### src/rtl/dvk_irq_pkg.sv
// ============================================================================
// Module : dvk_irq_pkg
// Brief  : Shared constants and FSM encoding for the interrupt arbiter.
// Rev    : 1.0  initial release
// ============================================================================
`default_nettype none

package dvk_irq_pkg;

    localparam logic [2:0] c_br_base = 3'd4;
    localparam int         c_lev_w   = 2;

    typedef enum logic [1:0] {
        ST_IDLE    = 2'd0,
        ST_GRANT   = 2'd1,
        ST_RELEASE = 2'd2
    } state_t;

    // Map a 2-bit level code onto the BR4..BR7 bus-request level.
    function automatic logic [2:0] eff_lev(input logic [c_lev_w-1:0] code);
        return c_br_base + {1'b0, code};
    endfunction

endpackage

`default_nettype wire

### src/rtl/wbc_irq_arb_if.sv
// ============================================================================
// Module : wbc_irq_arb_if
// Brief  : Peripheral-request / VIC-channel bundle for wbc_irq_arb.
// Rev    : 1.0  initial release
// ============================================================================
`default_nettype none

interface wbc_irq_arb_if
    import dvk_irq_pkg::*;
#(
    parameter int N = 4
);
    logic [N-1:0]         ireq;
    logic [16*N-1:0]      ivec;
    logic [c_lev_w*N-1:0] ilev;
    logic [2:0]           cpu_pri;
    logic                 vstb_i;
    logic                 iack_i;
    logic [N-1:0]         iack;
    logic                 irq_o;
    logic [15:0]          vec_o;
    logic [2:0]           lev_o;

    modport slave (
        input  ireq, ivec, ilev, cpu_pri, vstb_i, iack_i,
        output iack, irq_o, vec_o, lev_o
    );

    modport master (
        output ireq, ivec, ilev, cpu_pri, vstb_i, iack_i,
        input  iack, irq_o, vec_o, lev_o
    );
endinterface

`default_nettype wire

### src/rtl/wbc_irq_pick.sv
// ============================================================================
// Module : wbc_irq_pick
// Brief  : Eligibility mask plus highest-level, rotating-priority winner search.
// Rev    : 1.0  initial release
// ============================================================================
`default_nettype none

module wbc_irq_pick
    import dvk_irq_pkg::*;
#(
    parameter int N  = 4,
    parameter int PW = (N > 1) ? $clog2(N) : 1
) (
    input  wire logic [N-1:0]         ireq,
    input  wire logic [c_lev_w*N-1:0] ilev,
    input  wire logic [2:0]           cpu_pri,
    input  wire logic [PW-1:0]        rr_ptr,
    output logic                      valid,
    output logic [PW-1:0]             win
);

    logic [2:0]    w_lev [N];
    logic [N-1:0]  w_elig;
    logic [2:0]    w_top;
    logic [PW-1:0] w_idx;

    always_comb begin
        w_elig = '0;
        w_top  = '0;
        for (int i = 0; i < N; i++) begin
            w_lev[i] = eff_lev(ilev[c_lev_w*i +: c_lev_w]);
            if (ireq[i] && (w_lev[i] > cpu_pri)) begin
                w_elig[i] = 1'b1;
                if (w_lev[i] > w_top)
                    w_top = w_lev[i];
            end
        end
    end

    // Scan starts one past the last acknowledged source so ties rotate.
    always_comb begin
        valid = 1'b0;
        win   = '0;
        w_idx = '0;
        for (int k = 1; k <= N; k++) begin
            w_idx = PW'((int'(rr_ptr) + k) % N);
            if (!valid && w_elig[w_idx] && (w_lev[w_idx] == w_top)) begin
                valid = 1'b1;
                win   = w_idx;
            end
        end
    end

endmodule

`default_nettype wire

### src/rtl/wbc_irq_arb.sv
// ============================================================================
// Module : wbc_irq_arb
// Brief  : Priority/round-robin interrupt scheduler feeding one VIC channel.
// Rev    : 1.0  initial release
// ============================================================================
`default_nettype none

module wbc_irq_arb
    import dvk_irq_pkg::*;
#(
    parameter int N    = 4,
    parameter int HOLD = 2
) (
    input  wire logic     wb_clk_i,
    input  wire logic     wb_rst_i,
    wbc_irq_arb_if.slave  bus
);

    localparam int PW = (N > 1) ? $clog2(N) : 1;

    state_t        r_state, w_state_nxt;
    logic [PW-1:0] r_win, w_win_nxt;
    logic [PW-1:0] r_rr_ptr, w_rr_nxt;
    logic [15:0]   r_vec, w_vec_nxt;
    logic [2:0]    r_lev, w_lev_nxt;
    logic          r_irq, w_irq_nxt;
    logic [N-1:0]  r_iack, w_iack_nxt;
    logic [3:0]    r_hold, w_hold_nxt;
    logic          w_pick_valid;
    logic [PW-1:0] w_pick_win;

    wbc_irq_pick #(.N(N), .PW(PW)) u_pick (
        .ireq    (bus.ireq),
        .ilev    (bus.ilev),
        .cpu_pri (bus.cpu_pri),
        .rr_ptr  (r_rr_ptr),
        .valid   (w_pick_valid),
        .win     (w_pick_win)
    );

    always_ff @(posedge wb_clk_i or posedge wb_rst_i) begin
        if (wb_rst_i) begin
            r_state  <= ST_IDLE;
            r_win    <= '0;
            r_rr_ptr <= PW'(N - 1);
            r_vec    <= '0;
            r_lev    <= '0;
            r_irq    <= 1'b0;
            r_iack   <= '0;
            r_hold   <= '0;
        end else begin
            r_state  <= w_state_nxt;
            r_win    <= w_win_nxt;
            r_rr_ptr <= w_rr_nxt;
            r_vec    <= w_vec_nxt;
            r_lev    <= w_lev_nxt;
            r_irq    <= w_irq_nxt;
            r_iack   <= w_iack_nxt;
            r_hold   <= w_hold_nxt;
        end
    end

    always_comb begin
        w_state_nxt = r_state;
        w_win_nxt   = r_win;
        w_rr_nxt    = r_rr_ptr;
        w_vec_nxt   = r_vec;
        w_lev_nxt   = r_lev;
        w_irq_nxt   = r_irq;
        w_iack_nxt  = '0;
        w_hold_nxt  = r_hold;
        case (r_state)
            ST_IDLE: begin
                if (w_pick_valid) begin
                    w_win_nxt   = w_pick_win;
                    w_irq_nxt   = 1'b1;
                    w_state_nxt = ST_GRANT;
                    for (int i = 0; i < N; i++) begin
                        if (w_pick_win == PW'(i)) begin
                            w_vec_nxt = bus.ivec[16*i +: 16];
                            w_lev_nxt = eff_lev(bus.ilev[c_lev_w*i +: c_lev_w]);
                        end
                    end
                end
            end
            ST_GRANT: begin
                // Acknowledge outranks withdrawal; vstb_i only blocks withdrawal.
                if (bus.iack_i) begin
                    w_iack_nxt  = N'(1) << r_win;
                    w_irq_nxt   = 1'b0;
                    w_rr_nxt    = r_win;
                    w_hold_nxt  = 4'(HOLD);
                    w_state_nxt = ST_RELEASE;
                end else if (!bus.vstb_i &&
                             (!bus.ireq[r_win] || (bus.cpu_pri >= r_lev))) begin
                    w_irq_nxt   = 1'b0;
                    w_lev_nxt   = '0;
                    w_state_nxt = ST_IDLE;
                end
            end
            ST_RELEASE: begin
                w_hold_nxt = r_hold - 4'd1;
                if (r_hold <= 4'd1) begin
                    w_lev_nxt   = '0;
                    w_state_nxt = ST_IDLE;
                end
            end
            default: w_state_nxt = ST_IDLE;
        endcase
    end

    assign bus.irq_o = r_irq;
    assign bus.vec_o = r_vec;
    assign bus.lev_o = r_lev;
    assign bus.iack  = r_iack;

endmodule

`default_nettype wire

### src/flat_wrapper.sv
// flat-port wrapper written by rule: the top's interface ports become plain ports
module wbc_irq_arb_flat import dvk_irq_pkg::*;
#(
    parameter int N    = 4,
    parameter int HOLD = 2
)
  (wb_clk_i, wb_rst_i, bus_ireq, bus_ivec, bus_ilev, bus_cpu_pri, bus_vstb_i, bus_iack_i, bus_iack, bus_irq_o, bus_vec_o, bus_lev_o);
  wbc_irq_arb_if #(.N(N)) bus_i ();
  input  wire logic wb_clk_i;
  input  wire logic wb_rst_i;
  input wire logic [$bits(bus_i.ireq)-1:0] bus_ireq;
  input wire logic [$bits(bus_i.ivec)-1:0] bus_ivec;
  input wire logic [$bits(bus_i.ilev)-1:0] bus_ilev;
  input wire logic [$bits(bus_i.cpu_pri)-1:0] bus_cpu_pri;
  input wire logic [$bits(bus_i.vstb_i)-1:0] bus_vstb_i;
  input wire logic [$bits(bus_i.iack_i)-1:0] bus_iack_i;
  output wire logic [$bits(bus_i.iack)-1:0] bus_iack;
  output wire logic [$bits(bus_i.irq_o)-1:0] bus_irq_o;
  output wire logic [$bits(bus_i.vec_o)-1:0] bus_vec_o;
  output wire logic [$bits(bus_i.lev_o)-1:0] bus_lev_o;
  assign bus_i.ireq = bus_ireq;
  assign bus_i.ivec = bus_ivec;
  assign bus_i.ilev = bus_ilev;
  assign bus_i.cpu_pri = bus_cpu_pri;
  assign bus_i.vstb_i = bus_vstb_i;
  assign bus_i.iack_i = bus_iack_i;
  assign bus_iack = bus_i.iack;
  assign bus_irq_o = bus_i.irq_o;
  assign bus_vec_o = bus_i.vec_o;
  assign bus_lev_o = bus_i.lev_o;
  wbc_irq_arb #(.N(N), .HOLD(HOLD)) u_core (.wb_clk_i(wb_clk_i), .wb_rst_i(wb_rst_i), .bus(bus_i));
endmodule
### config.mk
export PLATFORM = sky130hd
export DESIGN_NAME = wbc_irq_arb_flat
export DESIGN_NICKNAME = d
export VERILOG_FILES = /design/src/rtl/dvk_irq_pkg.sv /design/src/rtl/wbc_irq_arb_if.sv /design/src/rtl/wbc_irq_pick.sv /design/src/rtl/wbc_irq_arb.sv /design/src/flat_wrapper.sv
export SDC_FILE = /design/constraint.sdc
export NUM_CORES = 1
export LEC_CHECK = 0
export ABC_AREA = 0
export CAP_MARGIN = 30
export CORE_ASPECT_RATIO = 0.5
export CORE_MARGIN = 3
export CORE_UTILIZATION = 42
export CTS_CLUSTER_DIAMETER = 30
export DETAILED_ROUTE_END_ITERATION = 8
export PLACE_DENSITY = 0.84
export SETUP_SLACK_MARGIN = 0.2
export SLEW_MARGIN = 20
export SYNTH_ARGS = -nofsm -noshare
export SYNTH_HDL_FRONTEND = slang
export SYNTH_SLANG_ARGS = --single-unit
### constraint.sdc
create_clock -name wb_clk_i -period 3.99 [get_ports wb_clk_i]
set_input_delay 0.5985 -clock wb_clk_i [delete_from_list [all_inputs] [get_ports wb_clk_i]]
set_output_delay 0.5985 -clock wb_clk_i [all_outputs]
set_load 0.02 [all_outputs]
==> results of run 1 <==
-- stage by stage --
| step | hold slack [ps] | total power, W | worst slack, ps |
|---|---|---|---|
| after floorplan | 481 | 0.00202 | -2650 |
| after global placement | 460 | 0.00271 | -3330 |
| after global routing | 502 | 0.00421 | -3320 |
| after CTS | 481 | 0.00339 | -2660 |
| after detailed placement | 469 | 0.00277 | -3570 |
| final | 482 | 0.00396 | -2980 |
-- cells in the mapped netlist (4+ instances only) --
master / instances / share of area
nand2_1: 42 / 0.052
ha_1: 27 / 0.11
clkbuf_1: 17 / 0.021
mux2i_1: 22 / 0.073
nand3_1: 13 / 0.021
o21ai_0: 31 / 0.051
nor2_1: 47 / 0.058
inv_1: 20 / 0.025
dfrtp_1: 32 / 0.26
a21oi_1: 41 / 0.068
nor2b_1: 9 / 0.019
mux4_2: 5 / 0.037
a22o_1: 4 / 0.012
-- final timing paths --
kind | startpoint | end | depth (start not counted)
setup / recovery | bus_cpu_pri[1] | u_core.bus.lev_o[0] | 38
hold / removal | u_core.bus.vec_o[11] | u_core.bus.vec_o[11] | 2
setup reg to reg | u_core.r_rr_ptr[0] | u_core.bus.lev_o[0] | 14
max in group asynchronous | wb_rst_i | u_core.r_rr_ptr[1] | 3
min in group asynchronous | wb_rst_i | u_core.bus.vec_o[13] | 3
hold reg to reg | u_core.bus.vec_o[11] | u_core.bus.vec_o[11] | 2
-- kinds of logic after synthesis --
logic type | Yosys count
xor+xnor | 5
mux | 29
buf+inv | 38
compound gates | 110
fa+ha+maj | 27
simple gates | 127
flops | 34
-- where the power goes --
part	internal [W]	leakage [nW]	switching, W
registers	0.000502	0.426	0.000135
clock network	0.000247	0.0729	0.000152
logic	0.00144	1.81	0.00148
-- worst max-delay path, delay by kind of cell --
family / cells / cell delay, ps
xor+xnor: 1 / 170
fa+ha+maj: 5 / 1060
buf+inv: 8 / 1040
simple gates: 9 / 1170
compound gates: 15 / 3110
-- metal layers --
metal	routed length, um	track usage
met5	0	0
met4	274	0.0762
met3	1010	0.0597
met2	5820	0.443
met1	4820	0.309
-- area by class of cell --
class | instances | area [um2]
Multi-Input combinational cell | 298 | 2420
Sequential cell | 34 | 853
Clock buffer | 6 | 139
Tap cell | 92 | 115
Fill cell | 415 | 1470
Timing Repair Buffer | 177 | 1730
Inverter | 21 | 91.3
Clock inverter | 2 | 12.5
-- flip-flops by register name, indices dropped and copies added (netlist names) --
| register | cells |
|---|---|
| u_core.bus.irq_o | 1 |
| u_core.r_win | 2 |
| u_core.r_state | 2 |
| u_core.bus.iack | 4 |
| u_core.r_rr_ptr | 2 |
| u_core.r_hold | 4 |
| u_core.bus.vec_o | 16 |
| u_core.bus.lev_o | 3 |
-- repair_timing --
item	4_1_cts	5_1_grt
buffers inserted	9	4
pin swaps	26	45
hold buffers	0	0
gates cloned	1	2
setup endpoints to repair	21	21
resized for setup	38	64
==> flow_metrics.env, run 1 <==
export IMPL_ant_nets=0
export IMPL_synth_ff_type="dfrtp_1"
export IMPL_cts_sinks=34
export IMPL_remaining_drc_errors=0
export IMPL_syn_nets=480
export IMPL_vdd_ir_drop_max_mv=0.406
export IMPL_worst_skew_pair_late_latency_ps=280
export IMPL_dp_cells=606
export IMPL_placed_area_um2=4650
export IMPL_final_cell_mix="clkdlybuf4s50_1 (101), buf_4 (54), nor2_1 (44)"
export IMPL_maxCapViolCount=0
export IMPL_synth_top_family_by_area="compound AO/OA/AOI/OAI gates"
export IMPL_dieArea_um2=8320
export IMPL_period_minus_slack_ps=6970
export IMPL_vias=3603
export IMPL_max_slew_worst_pin_slew_ps=511
export IMPL_timing_final_ws_setup_ps=-2980
export IMPL_final_setup_viol_count=21
export IMPL_synth_mux_area_frac=0.117
export IMPL_grt_pass1_wl_um=16700
export IMPL_synth_xor_area_frac=0.0145
export IMPL_grt_pass1_vias=3498
export IMPL_final_common_cell="clkdlybuf4s50_1"
export IMPL_rsz0062_at_grt="yes"
export IMPL_numCtsBuffers=5
export IMPL_ys_seq_area_frac=0.282
export IMPL_dp_hpwl_um=7600
export IMPL_min_path_type="flop to flop"
export IMPL_wl_per_cell_um=18.9
export IMPL_syn_to_final_growth_pct=77.3
export IMPL_p_per_area_nw_per_um2=737
export IMPL_critical_path_slowest_cell="a222oi_1"
export IMPL_portBuffers=106
export IMPL_post_layout_nonfiller_instances=630
export IMPL_synthAdderAreaFrac=0.112
export IMPL_clockBufferDepth=2
export IMPL_clk_pin_slew_ps=60
export IMPL_grt_max_degree=35
export IMPL_syn_area_um2=3030
export IMPL_ys_seq_elements=34
export IMPL_worst_endpoint_arrival_ps=7170
export IMPL_slew_viol_final=0
export IMPL_design_core_area_um2=6830
export IMPL_track_usage=0.251
export IMPL_p_leak_nw=2.31
export IMPL_synth_compound_area_frac=0.240
export IMPL_layout_drive_gt1_share=0.290
export IMPL_rows=21
export IMPL_grt_overflow=0
export IMPL_async_flop_share=1.00
export IMPL_critPathMaxStageDelay_ps=380
export IMPL_slew_headroom=0.659
export IMPL_dr_pass1_iters=5
export IMPL_worstSetupPathType="primary input to flop"
export IMPL_hold_viol=0
export IMPL_viasPerCell=5.72
export IMPL_cts_htree_levels=2
export IMPL_drt_iter0_markers=283
export IMPL_cp_common_cell="buf_6"
export IMPL_postLayoutCellArea_um2=5370
export IMPL_required_ps=4190
export IMPL_antenna_found_initial=0
export IMPL_die_w_um=126
export IMPL_start_util=0.443
export IMPL_clock_skew_ps=6.97
export IMPL_yosys_cell_types_count=51
export IMPL_boundaryPins=107
export IMPL_yosys_area_share_simple=0.188
export IMPL_synth_edf_count=0
export IMPL_netlist_instances=370
export IMPL_critPathMaxFanout=6
export IMPL_root_buffer="clkbuf_16"
export IMPL_fmax_ghz=0.143
export IMPL_num_nets_final=647
export IMPL_yosys_warnings=0
export IMPL_cts_tree="done"
export IMPL_cp_end_kind="flop"
export IMPL_fin_util=0.786
export IMPL_post_route_period_util=1.75
export IMPL_reg2reg_slack_ps=240
export IMPL_floorplan_die_height_um=66.0
export IMPL_outcome="finished with violations"
export IMPL_gp_routability_congestion=0.907
export IMPL_diodes=0
export IMPL_startpoint_type="primary input"
export IMPL_tns_ps=-58650
export IMPL_violations="setup timing"
export IMPL_wirelength_um=11900
export IMPL_synth_avg_cell_area_um2=8.18
No activity file was read; power rests on OpenSTA's default activity.
==> run 2, diff against run 1 <==
RECOVER_POWER = 100   (was unset)
==> run 2 against run 1 <==
Effect of this change: the flow finishes with violations (capacitance limit, slew limit, setup timing); setup slack worse by 14 ps; clock-buffer cell count stayed put; combinational power is 1% lower; maximum frequency is 0.20% lower; die area stayed put; clock power hardly changed; critical path type unchanged.
==> flow_metrics.env, run 2 (synthesis results as in run 1) <==
export IMPL_slew_viol_final=35
export IMPL_final_cell_mix="clkdlybuf4s50_1 (74), buf_4 (53), nor2_1 (44)"
export IMPL_post_route_period_util=1.75
export IMPL_largest_reg_flops=16
export IMPL_remaining_drc_errors=0
export IMPL_violations="capacitance limit, slew limit, setup timing"
export IMPL_worst_skew_pair_late_latency_ps=290
export IMPL_root_buffer="clkbuf_16"
export IMPL_reg2reg_depth=13
export IMPL_boundaryPins=107
export IMPL_design_core_area_um2=6830
export IMPL_grt_max_degree=35
export IMPL_critPathMaxFanout=6
export IMPL_fill_cells=416
export IMPL_final_common_cell="clkdlybuf4s50_1"
export IMPL_p_leak_nw=2.34
export IMPL_dp_cells=606
export IMPL_hold_viol=0
export IMPL_worstReg2RegEnd="u_core.bus.lev_o[0]"
export IMPL_tns_ps=-58990
export IMPL_start_util=0.443
export IMPL_outcome="finished with violations"
export IMPL_antenna_found_initial=0
export IMPL_clk_pin_slew_ps=60
export IMPL_grt_overflow=0
export IMPL_final_setup_viol_count=21
export IMPL_wirelength_um=11900
export IMPL_whs_path_depth=2
export IMPL_dp_hpwl_um=7600
export IMPL_numCtsBuffers=5
export IMPL_period_minus_slack_ps=6980
export IMPL_track_usage=0.251
export IMPL_multi_input_area_um2=2420
export IMPL_p_total_w=0.00391
export IMPL_diodes=0
export IMPL_syn_to_final_growth_pct=77.2
export IMPL_max_slew_worst_pin_slew_ps=1870
export IMPL_clock_skew_ps=7.36
export IMPL_worst_endpoint_arrival_ps=7190
export IMPL_viasPerCell=5.70
export IMPL_post_layout_nonfiller_instances=630
export IMPL_die_w_um=126
export IMPL_num_nets_final=647
export IMPL_startpoint_type="primary input"
export IMPL_holdPathEnd="u_core.bus.vec_o[11]"
export IMPL_cp_end_kind="flop"
export IMPL_critPathMaxStageDelay_ps=380
export IMPL_required_ps=4190
export IMPL_gp_routability_congestion=0.907
export IMPL_dr_pass1_iters=5
export IMPL_ant_nets=0
export IMPL_fmax_ghz=0.143
export IMPL_p_per_area_nw_per_um2=730
export IMPL_dieArea_um2=8320
export IMPL_cts_htree_levels=2
export IMPL_regArea_um2=853
export IMPL_wl_per_cell_um=18.8
export IMPL_grt_pass1_vias=3498
export IMPL_grt_pass1_wl_um=16700
export IMPL_critical_path_slowest_cell="a222oi_1"
export IMPL_rsz0062_at_grt="yes"
export IMPL_cp_common_cell="buf_6"
export IMPL_floorplan_die_height_um=66.0
export IMPL_vdd_ir_drop_max_mv=0.402
export IMPL_r2r_start="u_core.r_rr_ptr[0]"
export IMPL_cts_tree="done"
export IMPL_maxCapViolCount=1
export IMPL_portBuffers=106
export IMPL_reg2reg_slack_ps=250
export IMPL_timing_final_ws_setup_ps=-2990
export IMPL_layout_drive_gt1_share=0.288
export IMPL_cts_sinks=34
export IMPL_vias=3588
export IMPL_worstSetupPathType="primary input to flop"
export IMPL_whs_ps=477
export IMPL_drt_iter0_markers=287
export IMPL_rows=21
export IMPL_post_place_ws_ps=-3570
export IMPL_slew_headroom=-0.246
export IMPL_hp_start="u_core.bus.vec_o[11]"
export IMPL_min_path_type="flop to flop"
export IMPL_clockBufferDepth=2
## run 2: cell count changes in the layout (fill, tap and decap cells not counted)
cell | before | now
buf_4 | 54 | 53
clkbuf_1 | 0 | 1
clkdlybuf4s50_1 | 101 | 74
dlygate4sd3_1 | 0 | 27
## run 2: metrics by stage
| stage | util | instance area (um2) |
|---|---|---|
| final | 0.785 | 5360 |
| after global routing | 0.785 | 5360 |
| after CTS | 0.731 | 4990 |
| after detailed placement | 0.681 | 4650 |
| after global placement | 0.681 | 4650 |
| after floorplan | - | 3130 |
## run 2: worst max path at each step
stage	startpoint	end	slack (ps)
after CTS	bus_cpu_pri[1]	u_core.bus.vec_o[7]	-2660
final	bus_cpu_pri[1]	u_core.bus.lev_o[0]	-2990
after global routing	bus_cpu_pri[1]	u_core.bus.lev_o[0]	-3320
after global placement	bus_cpu_pri[1]	u_core.bus.lev_o[0]	-3330
after detailed placement	bus_cpu_pri[1]	u_core.bus.lev_o[0]	-3570
after floorplan	bus_ilev[0]	u_core.bus.vec_o[6]	-2650
## run 2: final cells by class
class                           instances  area share
Clock inverter                          2     0.00233
Inverter                               21      0.0170
Tap cell                               92      0.0215
Clock buffer                            6      0.0259
Multi-Input combinational cell        298       0.451
Timing Repair Buffer                  177       0.323
Sequential cell                        34       0.159
## run 2: where the power goes
part           switching (W)  internal [W]  total [W]
clock network       0.000152      0.000247   0.000399
logic                0.00148       0.00140    0.00288
registers           0.000132      0.000502   0.000634
total                0.00176       0.00215    0.00391
## run 2: metal layers
| layer | share of wire | up-vias | GRT usage |
|---|---|---|---|
| met5 | 0 | - | 0 |
| met4 | 0.025 | 0 | 0.0762 |
| met3 | 0.079 | 33 | 0.0597 |
| met2 | 0.49 | 180 | 0.443 |
| met1 | 0.41 | 1708 | 0.309 |
| li1 | - | 1667 | - |
## run 2: timing repair
item	4_1_cts	5_1_grt
resized for setup	38	64
hold buffers	0	0
endpoints found under the setup margin	21	21
hold endpoints to repair	0	0
buffers inserted	9	4
pin swaps	26	45
gates cloned	1	2
## run 2: worst max-delay path: cells and delay by family
family	cells	cell delay, ps
AOI/OAI and AO/OA	15	3120
xor gates and xnor gates	1	170
adders and majority gates	5	1080
buffers and inverters	8	1040
and+or+nand+nor	9	1180
